$ cat config.mk
export PLATFORM = sky130hd
export DESIGN_NAME = op_sequencer
export DESIGN_NICKNAME = d
export VERILOG_FILES = /design/src/rtl/cpu_pkg.sv /design/src/rtl/op_sequencer.sv
export SDC_FILE = /design/constraint.sdc
export NUM_CORES = 1
export LEC_CHECK = 0
export ABC_CLOCK_PERIOD_IN_PS = 1200
export BUFFER_PORTS_ARGS = -buffer_cell sky130_fd_sc_hd__buf_2
export CAP_MARGIN = 5
export CORE_AREA = 10 10 47 49
export DETAILED_ROUTE_END_ITERATION = 12
export DIE_AREA = 0 0 57 59
export PLACE_DENSITY_LB_ADDON = 0.15
export SLEW_MARGIN = 25
export SYNTH_ARGS = -nofsm -noshare
export SYNTH_HDL_FRONTEND = slang
export SYNTH_SLANG_ARGS = --single-unit
$ cat constraint.sdc
create_clock -name clk -period 1.2 [get_ports clk]
set_input_delay 0.06 -clock clk [delete_from_list [all_inputs] [get_ports clk]]
set_output_delay 0.06 -clock clk [all_outputs]
set_load 0.02 [all_outputs]
$ cat src/rtl/cpu_pkg.sv
// ============================================================================
// Module  : cpu_pkg
// Purpose : Shared opcode constants and sequencer state encoding.
// Revision: 1.0
// ============================================================================
`default_nettype none

package cpu_pkg;

    typedef logic [4:0] opcode_t;

    localparam opcode_t c_OP_NOP   = 5'b00000;
    localparam opcode_t c_OP_CALL  = 5'b11000;
    localparam opcode_t c_OP_CALL2 = 5'b11001;
    localparam opcode_t c_OP_RET   = 5'b11010;
    localparam opcode_t c_OP_RET2  = 5'b11011;
    localparam opcode_t c_OP_RTI   = 5'b11100;
    localparam opcode_t c_OP_RTI2  = 5'b11101;
    localparam opcode_t c_OP_INT1  = 5'b11110;
    localparam opcode_t c_OP_INT2  = 5'b11111;

    localparam logic [2:0] c_ST_IDLE  = 3'd0;
    localparam logic [2:0] c_ST_CALL2 = 3'd1;
    localparam logic [2:0] c_ST_RET2  = 3'd2;
    localparam logic [2:0] c_ST_RTI2  = 3'd3;
    localparam logic [2:0] c_ST_INT1  = 3'd4;
    localparam logic [2:0] c_ST_INT2  = 3'd5;
    localparam logic [2:0] c_ST_FLUSH = 3'd6;

    // Second halves of multi-cycle ops may only be generated internally.
    function automatic logic isInternalOp(input opcode_t op);
        return (op == c_OP_CALL2) || (op == c_OP_RET2) || (op == c_OP_RTI2) ||
               (op == c_OP_INT1)  || (op == c_OP_INT2);
    endfunction

endpackage

`default_nettype wire

$ cat src/rtl/op_sequencer.sv
// ============================================================================
// Module  : op_sequencer
// Purpose : Expands CALL/RET/RTI into two-part issues, flushes after returns,
//           and injects interrupt sequences (macro OP_SEQUENCER_INT_EN).
// Revision: 1.0
// ============================================================================
`default_nettype none

module op_sequencer
    import cpu_pkg::*;
#(
    parameter int FLUSH_BUBBLES = 2
) (
    input  logic       clk,
    input  logic       rst_n,
    input  logic [4:0] op_in,
    input  logic       op_valid,
    input  logic       stall,
    input  logic       int_req,
    output logic [4:0] issue_op,
    output logic       bubble,
    output logic       pc_hold,
    output logic       int_ack,
    output logic       illegal
);

    localparam logic [1:0] c_FLUSH_LOAD = (FLUSH_BUBBLES > 0) ? 2'(FLUSH_BUBBLES - 1) : 2'd0;

    logic [2:0] r_state;
    logic [1:0] r_flushCnt;
    logic [2:0] w_nextState;
    logic [1:0] w_nextCnt;
    opcode_t    w_issueOp;
    logic       w_bubble;
    logic       w_pcHold;
    logic       w_intAck;
    logic       w_illegal;

`ifdef OP_SEQUENCER_INT_EN
    logic r_intPending;

    always_ff @(posedge clk or negedge rst_n) begin
        if (!rst_n) begin
            r_intPending <= 1'b0;
        end else begin
            // A request landing on the acknowledge edge re-arms immediately.
            r_intPending <= int_req | (r_intPending & ~w_intAck);
        end
    end
`else
    logic w_unusedIntReq;
    assign w_unusedIntReq = int_req;
`endif

    always_comb begin
        w_nextState = r_state;
        w_nextCnt   = r_flushCnt;
        w_issueOp   = c_OP_NOP;
        w_bubble    = 1'b0;
        w_pcHold    = 1'b0;
        w_intAck    = 1'b0;
        w_illegal   = 1'b0;
        if (stall) begin
            w_bubble = 1'b1;
            w_pcHold = 1'b1;
        end else begin
            case (r_state)
                c_ST_IDLE: begin
`ifdef OP_SEQUENCER_INT_EN
                    if (r_intPending) begin
                        w_intAck    = 1'b1;
                        w_issueOp   = c_OP_INT1;
                        w_pcHold    = 1'b1;
                        w_nextState = c_ST_INT2;
                    end else
`endif
                    if (op_valid) begin
                        if (isInternalOp(op_in)) begin
                            w_illegal = 1'b1;
                        end else begin
                            w_issueOp = op_in;
                            case (op_in)
                                c_OP_CALL: begin
                                    w_pcHold    = 1'b1;
                                    w_nextState = c_ST_CALL2;
                                end
                                c_OP_RET: begin
                                    w_pcHold    = 1'b1;
                                    w_nextState = c_ST_RET2;
                                end
                                c_OP_RTI: begin
                                    w_pcHold    = 1'b1;
                                    w_nextState = c_ST_RTI2;
                                end
                                default: ;
                            endcase
                        end
                    end
                end
                c_ST_CALL2: begin
                    w_issueOp   = c_OP_CALL2;
                    w_nextState = c_ST_IDLE;
                end
                c_ST_RET2, c_ST_RTI2: begin
                    w_issueOp = (r_state == c_ST_RET2) ? c_OP_RET2 : c_OP_RTI2;
                    w_pcHold  = 1'b1;
                    w_nextCnt = c_FLUSH_LOAD;
                    if (FLUSH_BUBBLES == 0) begin
                        w_nextState = c_ST_IDLE;
                    end else begin
                        w_nextState = c_ST_FLUSH;
                    end
                end
                c_ST_FLUSH: begin
                    w_bubble = 1'b1;
                    if (r_flushCnt == 2'd0) begin
                        w_nextState = c_ST_IDLE;
                    end else begin
                        w_nextCnt = r_flushCnt - 2'd1;
                    end
                end
`ifdef OP_SEQUENCER_INT_EN
                c_ST_INT1, c_ST_INT2: begin
                    w_issueOp   = c_OP_INT2;
                    w_pcHold    = 1'b1;
                    w_nextState = c_ST_IDLE;
                end
`endif
                default: w_nextState = c_ST_IDLE;
            endcase
        end
    end

    always_ff @(posedge clk or negedge rst_n) begin
        if (!rst_n) begin
            r_state    <= c_ST_IDLE;
            r_flushCnt <= 2'd0;
        end else begin
            r_state    <= w_nextState;
            r_flushCnt <= w_nextCnt;
        end
    end

    // Outputs are forced quiet while reset is held, independent of inputs.
    assign issue_op = rst_n ? w_issueOp : c_OP_NOP;
    assign bubble   = rst_n & w_bubble;
    assign pc_hold  = rst_n & w_pcHold;
    assign int_ack  = rst_n & w_intAck;
    assign illegal  = rst_n & w_illegal;

endmodule

`default_nettype wire

==> results.yml, run 1 <==
synth:
  synth_enable_flop_cells: 0
  ys.flop_type: "sky130_fd_sc_hd__dfrtp_1"
  postSynthNetCount: 70
  avgSynthCellArea_um2: 8.44
  syn_area_um2: 498
  synth_top_cell_area_share: 0.251
  post_synth_inst_count: 59
  post-synth-top-area-cell: "sky130_fd_sc_hd__dfrtp_1"
  postSynthRegisterBits: 5
  netlist_top_cells_area: "sky130_fd_sc_hd__dfrtp_1 (25%), sky130_fd_sc_hd__o41ai_2 (6.5%), sky130_fd_sc_hd__o211ai_1 (6.0%)"
  synth-async-reset-ratio: 1.00
  yosysWarnings: 0
  ys_top_cells_by_count: "sky130_fd_sc_hd__dfrtp_1 (5), sky130_fd_sc_hd__inv_1 (5)"
  synth_seq_area_share: 0.251
  synth.lib_cells_used.distinct: 33
routing:
  finalWirelength_mm: 1.59
  drc_errors: 0
  post_dr_vias_cell: 5.12
  ant_nets: 0
  detailedRoute.firstPassIterationCount: 4
  num_vias: 573
  drtIter0Drc: 8
  routedWlPerCell_um: 14.2
run_status:
  outcome: "complete, but fails checks"
  violations_in_the_final_reports: "setup timing"
finish:
  post-route-cell-area_um2: 908
  fraction_of_layout_instances_using_a_drive_strength_above_1: 0.698
  diodes: 0
  finalNetCount: 108
  area_growth_syn_to_layout_pct: 82.4
  finish.utilization: 0.648
clocking:
  cts_root_buf: "sky130_fd_sc_hd__clkbuf_4"
  cts_buf_count: 3
  ctsLongestPathBuffers: 2
  cts_max_level: 1
  cts.sink_count: 5
  cts.clk_slew.worst_paths_ps: 40
  clk_latency_ps: 240
  tritoncts_clock_tree: "built"
global_routing:
  grt_pass1_wl_mm: 2.66
  globalRouteOverflowTotal: 0
  antenna_violations_before_repair: 0
  grt_usage: 0.0950
  largest_net_degree_at_the_start_of_global_routing: 9
  first_global_vias: 588
setup_path:
  cp.arrival_ps: 1370
  criticalPathCategory: "reg -> out"
  crit_family: "flip-flops"
  timing.critical_path.fanout_max: 4
  timing.critical_path.required_ps: 1140
  worst_setup_end_kind: "primary output"
  timing.critical_path.from_type: "register"
  slowest_stage_cell_crit_path: "sky130_fd_sc_hd__dfrtp_2"
  path_cells: "nor4b_4 -> nand4_1 -> a21boi_2 -> buf_6"
  critical_path_s_largest_stage_delay_ps: 430
  crit_buf_inv: 1
timing:
  timing.final.hold_violations: 0
  report.final.setup_viol: 12
  final.setup.tns_ps: -1900
  clock-skew-final_ps: 7.23
  final.min_clock_period_ps: 1430
  final_min_period_over_clock_period: 1.19
  maximum_frequency_from_static_timing_analysis_mhz: 700
  total_count_of_max_transition_violations_in_the_final_report: 0
  grt_setup_unrepaired: "true"
  worst_hold_slack_ps: 139
  setup_ws_ps: -228
die:
  core-area_mm2: 0.00140
  die_h_um: 59
  core.rowCount: 14
  initial_core_utilization: 0.355
  dieArea_mm2: 0.00336
  chipWidth_um: 57
  io-pin-count: 19
power_and_ir_drop:
  sw_frac_of_total: 0.407
  pwr-share-seq: 0.207
  comb_power_share: 0.660
  power.internal_uw: 864
  vdd.ir_drop.worst_mv: 1.03
  p_leak_nw: 0.409
  power_density_over_the_cells_mw_per_mm2: 1600
  clock_power_share: 0.133
  report.power.total_mw: 1.46
  power.net_switching_uw: 592
run:
  timing.max_cap.violations: 0
hold_path:
  worstHoldPathType: "in -> reg"
placed_design:
  detailed_place.area_um2: 746
  post_detailed_placement_half_perimeter_wirelength_mm: 1.22
  gp_congestion: 0.849
  port-buffer-count: 16
area by class of cell:
class | count | area (um2)
fillers | 128 | 493
repair buffers | 36 | 264
well taps | 16 | 20.0
multi-input cells | 46 | 450
inverters | 5 | 18.8
flip-flops and latches | 5 | 129
clock buffers | 4 | 26.3
metal layers:
| layer | share of wire | global-route usage | wire (um) |
|---|---|---|---|
| met1 | 0.47 | 0.118 | 750 |
| met2 | 0.45 | 0.146 | 709 |
| met3 | 0.083 | 0.0451 | 132 |
| met4 | 0 | 0.0201 | 0 |
| met5 | 0 | 0 | 0 |
power by group through the flow:
stage               clock network [mW]  logic, mW  registers [mW]
floorplan                            0      0.441           0.269
global placement                     0      0.723           0.284
detailed placement                   0      0.723           0.285
CTS                              0.208      0.841           0.296
global route                     0.215       1.03           0.314
finish                           0.194      0.961           0.301
cell families (layout without fill, tap and decap cells):
family	Yosys count	after routing	synth area share
muxes	2	2	0.0427
buffers and inverters	8	45	0.0904
and+or+nand+nor	21	21	0.236
DFF	5	5	0.251
xor gates and xnor gates	1	1	0.0176
other	1	1	0.00753
adders and majority gates	1	1	0.0251
AOI/OAI and AO/OA	20	20	0.329
metrics by stage:
| stage | std cells | setup slack, ps |
|---|---|---|
| finish | 112 | -228 |
| floorplan | 59 | -98.5 |
| CTS | 112 | -254 |
| global placement | 105 | -125 |
| detailed placement | 105 | -142 |
| global route | 112 | -316 |
path summary, 6_finish.rpt:
kind	from	cells after the start	slack (ps)	end
max	r_state[1]	4	-230	pc_hold
max reg2reg	r_state[0]	3	-110	r_state[2]
min in group asynchronous	rst_n	3	350	r_flushCnt[1]
min reg2reg	r_flushCnt[0]	2	610	r_flushCnt[0]
min	stall	3	140	r_state[0]
max in group asynchronous	rst_n	3	610	r_state[1]
layout by cell type (no fill, tap or decap), drive strengths merged, types with 2 or more instances in the layout:
| cell | count |
|---|---|
| nand2 | 4 |
| clkbuf | 4 |
| o211ai | 4 |
| o21ai | 2 |
| dfrtp | 5 |
| nand2b | 2 |
| nand3 | 2 |
| inv | 5 |
| nor2 | 4 |
| a21oi | 5 |
| buf | 35 |
| or2 | 2 |
| o41ai | 3 |
worst min-delay path, cell delays in order:
cell and delay [ps]:
sky130_fd_sc_hd__buf_2 160, sky130_fd_sc_hd__nand2_1 80, sky130_fd_sc_hd__o41ai_2 40
state kept, by name, indices dropped and copies added (netlist names):
| name | flops |
|---|---|
| r_flushCnt | 2 |
| r_state | 3 |
what timing repair did:
item                       in CTS  in global routing
hold buffers                    1                  0
hold endpoints to repair        5                  0
gates resized for setup        17                 14
buffers inserted                2                  0
setup endpoints to repair      12                 13
pin swaps                       9                  1
(Power assumes the default switching activity.)
==> run 2, diff against run 1 <==
- CORE_AREA: 10 10 47 49 -> 2 2 39 41
- DIE_AREA: 0 0 57 59 -> 0 0 41 43
==> results.yml, run 2 (synthesized netlist as in run 1, its figures left out) <==
run_status:
  outcome: "complete, but fails checks"
  violations_in_the_final_reports: "setup timing"
hold_path:
  worstHoldPathType: "in -> reg"
global_routing:
  globalRouteMet1Util: 0.253
  globalRouteMet2Util: 0.344
  grt_pass1_wl_mm: 2.48
  first_global_vias: 580
  busiest_layer: "met2"
  globalRouteOverflowTotal: 0
  largest_net_degree_at_the_start_of_global_routing: 9
  antenna_violations_before_repair: 0
  groute.layer.met3.usage: 0.0471
  grt_usage: 0.207
timing:
  clock-skew-final_ps: 2.78
  grt_setup_unrepaired: "true"
  worst_hold_slack_ps: 141
  final_min_period_over_clock_period: 1.24
  total_count_of_max_transition_violations_in_the_final_report: 0
  setup_ws_ps: -292
  timing.final.hold_violations: 0
  maximum_frequency_from_static_timing_analysis_mhz: 670
  report.final.setup_viol: 12
  final.min_clock_period_ps: 1490
setup_path:
  cp.arrival_ps: 1430
  worstReg2RegEnd: "r_state[2]"
  timing.critical_path.from_type: "register"
  worst_setup_path_startpoint: "r_state[2]"
  critical_path.reg2reg.startpoint: "r_state[0]"
  worst_setup_end_kind: "primary output"
  criticalPathCategory: "reg -> out"
  timing.critical_path.to: "issue_op[4]"
  critical_path_s_largest_stage_delay_ps: 440
  slowest_stage_cell_crit_path: "sky130_fd_sc_hd__dfrtp_2"
  timing.critical_path.required_ps: 1140
  setup.reg_to_reg.worst_slack_ps: -240
  timing.critical_path.fanout_max: 6
  worst_path_most_repeated_cell: "sky130_fd_sc_hd__buf_4"
  r2r.worst_path.cells: 4
  path_cells: "buf_4 -> buf_6 -> or2_4 -> a21oi_2 -> buf_4"
routing:
  drc_errors: 0
  routedWlPerCell_um: 13.1
  finalWirelength_mm: 1.56
  drtIter0Drc: 2
  detailedRoute.firstPassIterationCount: 2
  ant_nets: 0
  post_dr_vias_cell: 5.01
  num_vias: 596
clocking:
  ctsLongestPathBuffers: 2
  tritoncts_clock_tree: "built"
  cts_buf_count: 3
  clk_latency_ps: 240
  cts.sink_count: 5
  cts_root_buf: "sky130_fd_sc_hd__clkbuf_4"
  cts_max_level: 1
  cts.clk_slew.worst_paths_ps: 50
power_and_ir_drop:
  report.power.total_mw: 1.54
  vdd.ir_drop.worst_mv: 0.962
  power_density_over_the_cells_mw_per_mm2: 1610
  p_leak_nw: 0.443
run:
  timing.max_cap.violations: 0
finish:
  largest_register_ff_count: 3
  biggestRegsByFlops: "r_state x3, r_flushCnt x2"
  biggest_register: "r_state"
  commonest_non_fill_non_tap_cells_in_the_layout: "sky130_fd_sc_hd__buf_4 (29), sky130_fd_sc_hd__buf_2 (8), sky130_fd_sc_hd__a21oi_2 (5), sky130_fd_sc_hd__buf_6 (5)"
  diodes: 0
  finish.utilization: 0.695
  fraction_of_layout_instances_using_a_drive_strength_above_1: 0.689
  most_frequent_standard_cell_in_the_layout_excluding_fill_and_tap_cells: "sky130_fd_sc_hd__buf_4"
  area_growth_syn_to_layout_pct: 93.2
  finalNetCount: 115
placed_design:
  place_worst_setup_slack_ps: -198
  post_detailed_placement_half_perimeter_wirelength_mm: 1.12
  gp_congestion: 0.760
  port-buffer-count: 16
die:
  die_h_um: 43
  core.rowCount: 14
  io-pin-count: 19
  core-area_mm2: 0.00138
  dieArea_mm2: 0.00176
  chipWidth_um: 41
  initial_core_utilization: 0.360
run 2: per-stage QoR:
step / instance area [um2] / setup TNS [ps] / instances
3_3_place_gp: 753 / -861 / 106
2_1_floorplan: 548 / -292 / 59
3_5_place_dp: 753 / -1130 / 106
4_1_cts: 902 / -2180 / 115
5_1_grt: 962 / -3640 / 119
6_report: 962 / -2580 / 119
run 2: cell type report:
class,count,area [um2]
flip-flops and latches,5,129
well taps,16,20.0
repair buffers,43,324
multi-input cells,46,444
fillers,121,422
clock buffers,4,26.3
inverters,5,18.8
run 2: routing by layer:
layer | part of all wire | vias to the layer above
met5 | 0 | -
li1 | - | 305
met1 | 0.43 | 281
met3 | 0.026 | 0
met4 | 0 | 0
met2 | 0.55 | 10
run 2: how the worst min path moves through the flow:
stage | start | endpoint | slack, ps | depth (start not counted)
floorplan | rst_n | r_flushCnt[0] | -240 | 0
global placement | rst_n | r_state[0] | -20 | 2
detailed placement | rst_n | r_flushCnt[1] | -20 | 2
CTS | stall | r_state[0] | 130 | 3
global route | stall | r_state[0] | 150 | 3
finish | stall | r_state[0] | 140 | 3
run 2: critical path, delay by kind of cell (launching register included):
kind / cells / cell delay, ps
and+or+nand+nor: 1 / 240
buffers and inverters: 3 / 400
AOI/OAI and AO/OA: 1 / 100
DFF: 1 / 440
run 2: where the power goes:
group          internal, mW  leakage, nW  switching [mW]
clock network         0.126       0.0150          0.0714
logic                 0.586        0.370           0.459
registers             0.231       0.0588          0.0715
total                 0.942        0.443           0.602
run 2: repair_timing:
action,CTS,global route
pin swaps,11,7
setup endpoints to repair,13,13
setup buffers,4,4
resized for setup,25,6
hold buffers,1,0
hold endpoints to repair,5,0
